[src/rtl/gcapply_if.sv]
// Bin-stream and gain-RAM signal bundle for the gcapply spectral gain stage.
// Valid-only stream, no ready: a beat transfers on every rising clk edge with xk_dv/yk_dv high.
interface gcapply_if #(
   parameter int LOGFFTSIZE = 10,
   parameter int AUDIOWIDTH = 16,
   parameter int GCRVEWIDTH = 8
);
   logic                         enable;
   logic                         xk_dv;
   logic [LOGFFTSIZE-1:0]        xk_index;
   logic signed [AUDIOWIDTH-1:0] xk_re;
   logic signed [AUDIOWIDTH-1:0] xk_im;

   logic [LOGFFTSIZE-1:0]        gcurve_addr;
   logic [GCRVEWIDTH-1:0]        gcurve_dout;

   logic                         yk_dv;
   logic [LOGFFTSIZE-1:0]        yk_index;
   logic signed [AUDIOWIDTH-1:0] yk_re;
   logic signed [AUDIOWIDTH-1:0] yk_im;
   logic                         frame_done;
   logic                         sat;
   logic                         sat_sticky;

   modport master (
      output enable, xk_dv, xk_index, xk_re, xk_im, gcurve_dout,
      input  gcurve_addr, yk_dv, yk_index, yk_re, yk_im, frame_done, sat, sat_sticky
   );

   modport slave (
      input  enable, xk_dv, xk_index, xk_re, xk_im, gcurve_dout,
      output gcurve_addr, yk_dv, yk_index, yk_re, yk_im, frame_done, sat, sat_sticky
   );
endinterface

[src/rtl/gcapply.sv]
// Spectral gain stage between FFT and IFFT: per-bin gain from the curve RAM,
// round-half-up and saturate, three register stages, one bin per clock.
module gcapply #(
   parameter int LOGFFTSIZE = 10,
   parameter int AUDIOWIDTH = 16,
   parameter int GCRVEWIDTH = 8,
   parameter int MIRROR     = 0
) (
   input logic      clk,
   input logic      rst,
   gcapply_if.slave bus
);
   localparam int L  = LOGFFTSIZE;
   localparam int A  = AUDIOWIDTH;
   localparam int G  = GCRVEWIDTH;
   localparam int PW = A + G + 1;

   localparam logic [L-1:0]        HALF  = {1'b1, {(L-1){1'b0}}};
   localparam logic [L-1:0]        LAST  = {L{1'b1}};
   localparam logic [L-1:0]        ONE   = {{(L-1){1'b0}}, 1'b1};
   localparam logic [G-1:0]        UNITY = {1'b1, {(G-1){1'b0}}};
   localparam logic signed [PW-1:0] RND  = {{(PW-G+1){1'b0}}, 1'b1, {(G-2){1'b0}}};
   localparam logic signed [PW-1:0] MAXV = {{(PW-A+1){1'b0}}, {(A-1){1'b1}}};
   localparam logic signed [PW-1:0] MINV = {{(PW-A+1){1'b1}}, {(A-1){1'b0}}};
   localparam logic [A-1:0]        MAXO  = {1'b0, {(A-1){1'b1}}};
   localparam logic [A-1:0]        MINO  = {1'b1, {(A-1){1'b0}}};

   // Address: mirrored bins fold onto N-k, which is two's complement in L bits.
   logic [L-1:0] addr_d;

   always_comb begin
      addr_d = bus.xk_index;
      if (MIRROR != 0 && bus.xk_index > HALF) addr_d = ~bus.xk_index + ONE;
   end

   assign bus.gcurve_addr = addr_d;

   // P1: sample waits here while the RAM returns its gain word.
   logic                p1_dv_q;
   logic                p1_en_q;
   logic [L-1:0]        p1_idx_q;
   logic signed [A-1:0] p1_re_q;
   logic signed [A-1:0] p1_im_q;

   always_ff @(posedge clk) begin
      if (rst) begin
         p1_dv_q  <= 1'b0;
         p1_en_q  <= 1'b0;
         p1_idx_q <= '0;
         p1_re_q  <= '0;
         p1_im_q  <= '0;
      end else begin
         p1_dv_q <= bus.xk_dv;
         if (bus.xk_dv) begin
            p1_en_q  <= bus.enable;
            p1_idx_q <= bus.xk_index;
            p1_re_q  <= bus.xk_re;
            p1_im_q  <= bus.xk_im;
         end
      end
   end

   logic [G-1:0]         gain_d;
   logic signed [G:0]    gain_s;
   logic signed [PW-1:0] prod_re_d;
   logic signed [PW-1:0] prod_im_d;

   always_comb begin
      gain_d    = p1_en_q ? bus.gcurve_dout : UNITY;
      gain_s    = $signed({1'b0, gain_d});
      prod_re_d = PW'(p1_re_q) * PW'(gain_s);
      prod_im_d = PW'(p1_im_q) * PW'(gain_s);
   end

   // P2: full-precision products.
   logic                 p2_dv_q;
   logic [L-1:0]         p2_idx_q;
   logic signed [PW-1:0] p2_re_q;
   logic signed [PW-1:0] p2_im_q;

   always_ff @(posedge clk) begin
      if (rst) begin
         p2_dv_q  <= 1'b0;
         p2_idx_q <= '0;
         p2_re_q  <= '0;
         p2_im_q  <= '0;
      end else begin
         p2_dv_q <= p1_dv_q;
         if (p1_dv_q) begin
            p2_idx_q <= p1_idx_q;
            p2_re_q  <= prod_re_d;
            p2_im_q  <= prod_im_d;
         end
      end
   end

   // Returns {clamped, value}; the shift is arithmetic so negatives round toward +inf at .5.
   function automatic logic [A:0] round_sat(input logic signed [PW-1:0] p);
      logic signed [PW-1:0] s;
      s = (p + RND) >>> (G - 1);
      if (s > MAXV)      return {1'b1, MAXO};
      else if (s < MINV) return {1'b1, MINO};
      else               return {1'b0, s[A-1:0]};
   endfunction

   logic [A-1:0] re_d;
   logic [A-1:0] im_d;
   logic         sat_re_d;
   logic         sat_im_d;
   logic         sat_d;
   logic         fd_d;

   always_comb begin
      {sat_re_d, re_d} = round_sat(p2_re_q);
      {sat_im_d, im_d} = round_sat(p2_im_q);
      sat_d = p2_dv_q & (sat_re_d | sat_im_d);
      fd_d  = p2_dv_q & (p2_idx_q == LAST);
   end

   // P3: output register.
   logic                yk_dv_q;
   logic [L-1:0]        yk_idx_q;
   logic signed [A-1:0] yk_re_q;
   logic signed [A-1:0] yk_im_q;
   logic                fd_q;
   logic                sat_q;
   logic                sticky_q;

   always_ff @(posedge clk) begin
      if (rst) begin
         yk_dv_q  <= 1'b0;
         yk_idx_q <= '0;
         yk_re_q  <= '0;
         yk_im_q  <= '0;
         fd_q     <= 1'b0;
         sat_q    <= 1'b0;
         sticky_q <= 1'b0;
      end else begin
         yk_dv_q  <= p2_dv_q;
         fd_q     <= fd_d;
         sat_q    <= sat_d;
         sticky_q <= sticky_q | sat_d;
         if (p2_dv_q) begin
            yk_idx_q <= p2_idx_q;
            yk_re_q  <= re_d;
            yk_im_q  <= im_d;
         end
      end
   end

   assign bus.yk_dv      = yk_dv_q;
   assign bus.yk_index   = yk_idx_q;
   assign bus.yk_re      = yk_re_q;
   assign bus.yk_im      = yk_im_q;
   assign bus.frame_done = fd_q;
   assign bus.sat        = sat_q;
   assign bus.sat_sticky = sticky_q;
endmodule

[src/flat_wrapper.sv]
// flat-port wrapper written by rule: the top's interface ports become plain ports
module gcapply_flat 
#(
   parameter int LOGFFTSIZE = 10,
   parameter int AUDIOWIDTH = 16,
   parameter int GCRVEWIDTH = 8,
   parameter int MIRROR     = 0
)
  (clk, rst, bus_enable, bus_xk_dv, bus_xk_index, bus_xk_re, bus_xk_im, bus_gcurve_dout, bus_gcurve_addr, bus_yk_dv, bus_yk_index, bus_yk_re, bus_yk_im, bus_frame_done, bus_sat, bus_sat_sticky);
  gcapply_if #(.LOGFFTSIZE(LOGFFTSIZE), .AUDIOWIDTH(AUDIOWIDTH), .GCRVEWIDTH(GCRVEWIDTH)) bus_i ();
  input logic clk;
  input logic rst;
  input wire logic [$bits(bus_i.enable)-1:0] bus_enable;
  input wire logic [$bits(bus_i.xk_dv)-1:0] bus_xk_dv;
  input wire logic [$bits(bus_i.xk_index)-1:0] bus_xk_index;
  input wire logic [$bits(bus_i.xk_re)-1:0] bus_xk_re;
  input wire logic [$bits(bus_i.xk_im)-1:0] bus_xk_im;
  input wire logic [$bits(bus_i.gcurve_dout)-1:0] bus_gcurve_dout;
  output wire logic [$bits(bus_i.gcurve_addr)-1:0] bus_gcurve_addr;
  output wire logic [$bits(bus_i.yk_dv)-1:0] bus_yk_dv;
  output wire logic [$bits(bus_i.yk_index)-1:0] bus_yk_index;
  output wire logic [$bits(bus_i.yk_re)-1:0] bus_yk_re;
  output wire logic [$bits(bus_i.yk_im)-1:0] bus_yk_im;
  output wire logic [$bits(bus_i.frame_done)-1:0] bus_frame_done;
  output wire logic [$bits(bus_i.sat)-1:0] bus_sat;
  output wire logic [$bits(bus_i.sat_sticky)-1:0] bus_sat_sticky;
  assign bus_i.enable = bus_enable;
  assign bus_i.xk_dv = bus_xk_dv;
  assign bus_i.xk_index = bus_xk_index;
  assign bus_i.xk_re = bus_xk_re;
  assign bus_i.xk_im = bus_xk_im;
  assign bus_i.gcurve_dout = bus_gcurve_dout;
  assign bus_gcurve_addr = bus_i.gcurve_addr;
  assign bus_yk_dv = bus_i.yk_dv;
  assign bus_yk_index = bus_i.yk_index;
  assign bus_yk_re = bus_i.yk_re;
  assign bus_yk_im = bus_i.yk_im;
  assign bus_frame_done = bus_i.frame_done;
  assign bus_sat = bus_i.sat;
  assign bus_sat_sticky = bus_i.sat_sticky;
  gcapply #(.LOGFFTSIZE(LOGFFTSIZE), .AUDIOWIDTH(AUDIOWIDTH), .GCRVEWIDTH(GCRVEWIDTH), .MIRROR(MIRROR)) u_core (.clk(clk), .rst(rst), .bus(bus_i));
endmodule
[config.mk]
export PLATFORM = sky130hd
export DESIGN_NAME = gcapply_flat
export DESIGN_NICKNAME = d
export VERILOG_FILES = /design/src/rtl/gcapply_if.sv /design/src/rtl/gcapply.sv /design/src/flat_wrapper.sv
export SDC_FILE = /design/constraint.sdc
export NUM_CORES = 1
export LEC_CHECK = 0
export CORE_UTILIZATION = 45
export DETAILED_ROUTE_END_ITERATION = 8
export GPL_TIMING_DRIVEN = 0
export PLACE_DENSITY = 0.62
export SYNTH_ARGS = -nofsm -noshare
export SYNTH_HDL_FRONTEND = slang
export SYNTH_SLANG_ARGS = --single-unit
[constraint.sdc]
create_clock -name clk -period 14.2 [get_ports clk]
set_input_delay 2.13 -clock clk [delete_from_list [all_inputs] [get_ports clk]]
set_output_delay 2.13 -clock clk [all_outputs]
set_load 0.01 [all_outputs]
Word level (Yosys, flattened, before mapping)
Cells that the tools add are included.
{"block": "classes", "n_addsub": 2, "mul": 2, "n_div": 0, "magnitude_cmp": 4, "n_eq_ne": 1, "n_shift": 0, "mux": 5, "bitwise": 4, "n_reduce_logical": 0}
{"op": "two-way mux 17 bit", "count": 4}
{"op": "adder 25 x 8 -> 25 bit, second input constant", "count": 2}
{"op": "multiplier 16 x 9 -> 25 bit", "count": 2}
{"op": "greater-than comparator 18 x 16 -> 1 bit, second input constant", "count": 2}
{"op": "less-than comparator 18 x 16 -> 1 bit, second input constant", "count": 2}
{"op": "equality test 10 bit, second input constant", "count": 1}
{"op": "two-way mux 8 bit", "count": 1}
{"op": "bitwise AND 1 bit", "count": 2}
{"op": "bitwise OR 1 bit", "count": 2}
{"block": "word_totals", "regBits": 151, "latch_bits": 0, "ram_bits": 0, "rom_bits": 0, "inputBits": 54, "output_inout_bits": 56, "wordCells": 34, "mem_count": 0}

Longest topological paths before layout
Gate-level depths: netlist of the first run.
{"block": "depth", "word_depth": 7, "ltp_mapped": 20, "mapped_depth_nobuf": 18}

Worst setup path before layout of the first run
No wires, ideal clock.
{"block": "synth_path", "path_type": "input port to flip-flop", "startpoint": "in bus_gcurve_dout[1]", "endpoint": "reg u_core.p2_im_q[23]", "arrival_ns": 6.949, "setup_slack_ns": 7.134, "cell_stages": 18, "path_buffers": 2, "cell_sequence": "and2_1 -> clkbuf_1 -> buf_1 -> nand2_1 -> fa_1 -> inv_1 -> fa_1 -> inv_1 -> fa_1 -> fa_1 -> inv_1 -> ha_1 -> and2_0 -> a22o_1 -> o41ai_1 -> a21oi_1 -> or3_1 -> a32o_1"}
{"block": "synth_between", "elab_chain_len": 2}
{"item": "from (decl)", "line": "flat_wrapper.sv:18", "source": "input wire logic [$bits(bus_i.gcurve_dout)-1:0] bus_gcurve_dout;"}
{"item": "two-way mux 8 bit", "line": "gcapply.sv:69", "source": "gain_d = p1_en_q ? bus.gcurve_dout : UNITY;"}
{"item": "multiplier 16 x 9 -> 25 bit", "line": "gcapply.sv:72", "source": "prod_im_d = PW'(p1_im_q) * PW'(gain_s);"}
{"item": "to (signal assigned)", "line": "gcapply.sv:92", "source": "p2_im_q <= prod_im_d;"}
{"item": "to (decl)", "line": "gcapply.sv:79", "source": "logic signed [PW-1:0] p2_im_q;"}
Every way passes these cells.
A chain may end at the register's enable or synchronous reset.

Final worst setup path of the first run
{"block": "layout_path", "startpoint": "in bus_gcurve_dout[5]", "endpoint": "reg u_core.p2_im_q[23]"}
Same word-level chain as after synthesis.

==> results of run 1 <==
synth_stat cells (21+ instances only):
library cell | instances | area, sq um
o21ai_0 | 68 | 340
mux2i_1 | 74 | 741
a211oi_1 | 23 | 173
and2_1 | 39 | 244
nand3_1 | 33 | 165
xor2_1 | 21 | 184
nand2_1 | 189 | 709
nor2_1 | 142 | 533
fa_1 | 202 | 4040
clkbuf_1 | 91 | 342
dfxtp_1 | 139 | 2780
inv_1 | 296 | 1110
a21oi_1 | 44 | 220
xnor2_1 | 40 | 350
and3_1 | 99 | 619
ha_1 | 94 | 1180
routing by layer:
metal / part of all wire [%] / global-route usage [%] / wire [um]
met4: 2.8 / 8.54 / 1220
met5: 0 / 0 / 0
met3: 6.1 / 4.62 / 2600
met2: 45 / 39.7 / 19200
met1: 46 / 34.9 / 19800
critical path, delay by kind of cell:
kind                     cells  cell delay (ns)
AO/OA/AOI/OAI                4             1.58
adder cells (fa/ha/maj)      5             2.43
buffers and inverters        4             1.82
AND/OR/NAND/NOR              4             0.92
registers in the layout, indices dropped and copies added, names as in the netlist:
register               flops
u_core.bus.frame_done      1
u_core.bus.sat             1
u_core.bus.sat_sticky      1
u_core.bus.yk_dv           1
u_core.bus.yk_im          16
u_core.bus.yk_index       10
u_core.bus.yk_re          16
u_core.p1_dv_q             1
u_core.p1_en_q             1
u_core.p1_idx_q           10
u_core.p1_im_q            16
u_core.p1_re_q            16
u_core.p2_dv_q             1
u_core.p2_idx_q           10
u_core.p2_im_q            19
u_core.p2_re_q            19
power by group:
part	internal, mW	total, mW	switching, mW	leakage, nW
sequential	0.409	0.429	0.0197	1.14
combinational	0.114	0.287	0.172	6.95
clock	0.246	0.451	0.205	0.261
total	0.770	1.17	0.396	8.35
layout make-up:
| cell class | instances | area, sq um | area share [%] |
|---|---|---|---|
| multi-input combinational | 1273 | 11100 | 62.7 |
| sequential | 139 | 2780 | 15.7 |
| inverter | 296 | 1110 | 6.27 |
| timing repair buffer | 107 | 1070 | 6.04 |
| tap | 448 | 561 | 3.16 |
| buffer | 122 | 523 | 2.95 |
| clock buffer | 19 | 433 | 2.44 |
| clock inverter | 13 | 134 | 0.755 |
| antenna | 1 | 2.50 | 0.0141 |
cell families (layout without fill, tap and decap cells):
family / count (synthesis) / after routing / share of synthesized area, %
AND/OR/NAND/NOR: 612 / 612 / 19.6
buffers and inverters: 418 / 557 / 10.5
adder cells (fa/ha/maj): 296 / 296 / 33.6
AO/OA/AOI/OAI: 230 / 230 / 10.1
flip-flops: 139 / 139 / 17.9
multiplexers: 74 / 74 / 4.77
XOR/XNOR: 61 / 61 / 3.44
other: 0 / 1 / 0
path summary, 6_finish.rpt:
check | end | slack (ns) | cells after the start
worst min register to register | u_core.bus.frame_done$_SDFF_PP0_ | 0.48 | 2
worst min-delay path | u_core.bus.frame_done$_SDFF_PP0_ | 0.48 | 2
worst max-delay path | u_core.p2_im_q[23]$_SDFFE_PP0P_ | 5.64 | 17
worst max register to register | u_core.p2_im_q[23]$_SDFFE_PP0P_ | 7.18 | 17
per-stage QoR:
| step | hold slack, ns | total power, mW | cells |
|---|---|---|---|
| floorplan | 0.433 | 0.622 | 1830 |
| global placement | 0.464 | 0.717 | 2385 |
| detailed placement | 0.463 | 0.722 | 2385 |
| CTS | 0.477 | 1.17 | 2417 |
| global route | 0.516 | 1.23 | 2417 |
| finish | 0.478 | 1.17 | 2418 |
==> results.tsv, run 1 <==
metric	value	unit
p_per_area	65.8	nW/um^2
worstSetupPathType	input pin to register	
p_leak	8.35	nW
min_period_over_period	60.3	%
num_rows	67	
drtIter0Drc	913	
fin_tns_setup	0	ns
clock-root-buffer	clkbuf_16	
rsz0062_at_grt	false	
ys_types	78	
fp.coreArea	33700	sq um
final_common_cell	inv_1	
drc_errors	0	
nets	2306	
hold_start	u_core.p2_idx_q[0]$_SDFFE_PP0P_	
grt_pass1_wl	69.9	mm
track_usage	25.3	%
fillCellCount	3268	
required	14.54	ns
critPathLaunchType	input pin	
initial_utilization	46.1	%
hold_viol	0	
antenna_found_initial	0	
die_h	188	um
cp-end-kind	register	
critPathMaxFanout	10	
worstPathCellList	clkdlybuf4s50_1 > and2_1 > clkbuf_1 > clkbuf_1 > nand2_1 > fa_1 > fa_1 > inv_1 > fa_1 > fa_1 > ha_1 > and2_0 > a22o_1 > o41ai_1 > a21oi_1 > or3_1 > a32o_1	
synth_edf_count	0	
finalWirelength	42.9	mm
wl_per_cell	17.7	um
syn_nets	2180	
cts_resized	0	
cp_common_cell	fa_1	
setup_violations	0	
yosys_register_bits	139	
ant_nets	0	
crit_arrival	8.89	ns
synth_area_per_cell	8.48	sq um
clkSlewWorstSetupHoldPaths	0.08	ns
pin_count	110	
num_vias	12900	
cts_setup_buffers	0	
areaGrowthSynthToFinish	14.2	%
dieArea	35200	sq um
crit_start	bus_gcurve_dout[5]	
r2r_start	u_core.p1_en_q$_SDFFE_PP0P_	
synth-main-ff-cell	dfxtp_1	
async_flop_share	0	%
skew	0.0171	ns
pre_cts_ws	5.42	ns
tightest_slew	1.07	ns
ir_worst_vdd	90.1	uV
placed_cell_area	17200	sq um
first_pass_iters	5	
design_area	17700	sq um
fin_ws	5.64	ns
gp_congestion	0.904	
final_layout_size_suffix_gt1_share	3.76	%
port_buffers	107	
grt_pass1_vias	12800	
die-width	188	um
critPathMaxStageDelay	0.90	ns
cpMaxStageDelayCell	o41ai_1	
htreeDepth	4	
overflow	0	
outcome	finished clean	
slew_violations	0	
yosysSeqAreaShare	17.9	%
clock_sinks	139	
fmax	117	MHz
fin_util	52.6	%
min_period	8.56	ns
grt_max_degree	17	
cts_buffer_depth	2	
cts_hold_buf	0	
clock_latency	0.44	ns
vias_per_cell	5.33	
synthCells	1830	
cts_tree	done	
layout_common_cells	inv_1, fa_1, nand2_1, nor2_1, dfxtp_1	
yosysWarnings	0	
hold_path.class	register to register	
max-cap-violations	0	
place_hpwl	34.4	mm
cts_made_buffers	17	
syn_area	15500	sq um
slew-limit-headroom	29.0	%
Power figures use the tool's default switching activity.
==> run 2, diff against run 1 <==
- PLACE_DENSITY: 0.62 -> 0.64
- clock period: 14.2 -> 7.4 ns (I/O delays scaled with it)
==> run 2 against run 1 <==
Compared with the run above: sequential share of layout area barely moved; combinational power rose by 92%; register-to-register slack got worse by 6.4 ns; final cell count barely moved; die area did not move; clock power rose by 100%; first-iteration DRC count fell by 4.1%; clock skew fell by 0.0014 ns; critical path depth rose by 3; global-route usage fell by 0.22 points; core utilization rose by 0.12 points; sequential cell count did not move.
==> results.tsv, run 2 (synthesized netlist as in run 1, its figures left out) <==
metric	value	unit	change
outcome	finished clean		
swShare	33.3	%	-0.71 points
cts_buffer_depth	2		unchanged
drc_errors	0		unchanged
grt_pass1_wl	69.5	mm	-0.57%
tightest_slew	1.01	ns	-0.0598 ns
drtIter0Drc	876		-4.1%
areaGrowthSynthToFinish	14.4	%	
pin_count	110		unchanged
grt_pass1_vias	12900		+0.40%
holdPathEnd	u_core.bus.yk_re[0]$_SDFFE_PP0P_		
critPathMaxFanout	10		unchanged
fillCellCount	3237		-0.95%
pwr-share-comb	24.2	%	-0.4 points
initial_utilization	46.1	%	unchanged
largest_registers	u_core.p2_im_q: 19 flops, u_core.p2_re_q: 19 flops		
max-cap-violations	0		unchanged
internal_power	1.52	mW	+98%
slew_violations	0		unchanged
cp-end-kind	register		
slew-limit-headroom	33.0	%	+4.0 points
crit_arrival	7.50	ns	-1.39 ns
fmax	139	MHz	
worstSetupPathType	input pin to register		
num_vias	12800		-0.39%
pre_cts_ws	-0.339	ns	-5.76 ns
r2r_start	u_core.p1_en_q$_SDFFE_PP0P_		
first_pass_iters	6		+1
setup_violations	0		unchanged
n_antenna_cell	0		-1
holdPathStages	2		unchanged
placed_cell_area	17200	sq um	unchanged
design_area	17800	sq um	+0.22%
hold_start	u_core.bus.yk_re[0]$_SDFFE_PP0P_		
place_hpwl	34.6	mm	+0.49%
clkSlewWorstSetupHoldPaths	0.07	ns	about the same
reg2regPathDepth	19		+2
nets	2306		unchanged
ant_nets	0		unchanged
skew	0.0157	ns	-0.00137 ns
min_period	7.17	ns	
rsz0062_at_grt	false		
p_clk_share	39.7	%	+1.0 points
fp.coreArea	33700	sq um	unchanged
power_switching	759	uW	+91%
die_h	188	um	unchanged
hold_viol	0		unchanged
critPathLaunchType	input pin		
pwr-share-seq	36.1	%	-0.7 points
htreeDepth	4		unchanged
dieArea	35200	sq um	unchanged
vias_per_cell	5.31		-0.35%
wl_per_cell	17.8	um	+0.26%
finalWirelength	43.0	mm	+0.22%
r2r_slack	0.79	ns	-6.39 ns
num_rows	67		unchanged
antenna_found_initial	0		unchanged
clock_sinks	139		unchanged
cts_tree	done		
p_per_area	128	nW/um^2	+95%
die-width	188	um	unchanged
track_usage	25.0	%	-0.22 points
overflow	0		unchanged
layout_common_cells	inv_1, fa_1, nand2_1, nor2_1, dfxtp_1		
grt_max_degree	17		unchanged
clock_latency	0.44	ns	about the same
min_period_over_period	96.9	%	
final_layout_size_suffix_gt1_share	3.91	%	+0.15 points
final_common_cell	inv_1		
whs	0.481	ns	+0.00276 ns
clock-root-buffer	clkbuf_16		
hold_path.class	register to register		
port_buffers	107		unchanged
fin_ws	0.228	ns	-5.42 ns
r2r_end	u_core.p2_re_q[15]$_SDFFE_PP0P_		
gp_congestion	0.925		+2.2%
cts_made_buffers	17		unchanged
required	7.73	ns	-6.81 ns
ir_worst_vdd	151	uV	+68%
p_leak	8.38	nW	+0.40%
[run 2: routing by layer]
metal	track usage (%)	routed length [um]	vias up
met5	0	0	-
met4	9.01	1310	0
met3	3.14	2610	76
met2	39.1	19100	423
met1	35.5	19900	6164
li1	-	-	6183
[run 2: worst max-delay path by stage]
stage                                  start                         endpoint  slack (ns)  cells after the start
after floorplan           bus_gcurve_dout[1]  u_core.p2_im_q[23]$_SDFFE_PP0P_        1.35                     18
after global placement    bus_gcurve_dout[4]  u_core.p2_im_q[23]$_SDFFE_PP0P_       -0.33                     17
after detailed placement  bus_gcurve_dout[5]  u_core.p2_im_q[23]$_SDFFE_PP0P_       -0.34                     17
after CTS                 bus_gcurve_dout[5]  u_core.p2_im_q[23]$_SDFFE_PP0P_        0.11                     17
after global routing      bus_gcurve_dout[5]  u_core.p2_im_q[20]$_SDFFE_PP0P_        0.03                     20
final                     bus_gcurve_dout[5]  u_core.p2_im_q[20]$_SDFFE_PP0P_        0.23                     20
[run 2: timing repair]
item / 4_1_cts / 5_1_grt
hold buffers: 0 / 0
endpoints found under the hold margin: 0 / 0
resized for setup: 0 / 3
buffers inserted: 0 / 0
endpoints found under the setup margin: 0 / 3
[run 2: layout make-up]
cell class                      instances  area [sq um]  area share [%]
Clock buffer                           19           443            2.49
Timing Repair Buffer                  107          1070            6.03
Inverter                              296          1110            6.26
Sequential cell                       139          2780            15.7
Multi-Input combinational cell       1273         11100            62.6
Tap cell                              448           561            3.16
Clock inverter                         13           156           0.881
Buffer                                122           524            2.95
[run 2: critical path: stages]
cell	delay, ns
clkdlybuf4s50_1	0.80
and2_1	0.21
clkbuf_1	0.38
clkbuf_1	0.59
nand2_1	0.18
fa_1	0.56
inv_1	0.05
fa_1	0.47
fa_1	0.54
inv_1	0.05
fa_1	0.58
inv_1	0.05
ha_1	0.27
clkbuf_1	0.20
nand3_1	0.13
a2bb2oi_1	0.37
o22a_1	0.22
o41ai_2	0.12
or3_1	0.36
a32o_1	0.24
[run 2: power groups by stage]
| stage | Sequential (mW) | Clock (mW) | Combinational, mW |
|---|---|---|---|
| after floorplan | 0.830 | 0 | 0.363 |
| after global placement | 0.837 | 0 | 0.542 |
| final | 0.822 | 0.905 | 0.552 |
| after CTS | 0.821 | 0.923 | 0.553 |
| after detailed placement | 0.838 | 0 | 0.549 |
| after global routing | 0.827 | 0.952 | 0.619 |
[run 2: per-stage QoR]
step                TNS (ns)  utilization [%]  instances  power (mW)
finish                     0             52.7       2417        2.28
global route               0             52.7       2417        2.40
CTS                        0             52.7       2417        2.30
detailed placement    -0.662             50.9       2385        1.39
global placement      -0.751             50.9       2385        1.38
floorplan                  0                -       1830        1.19
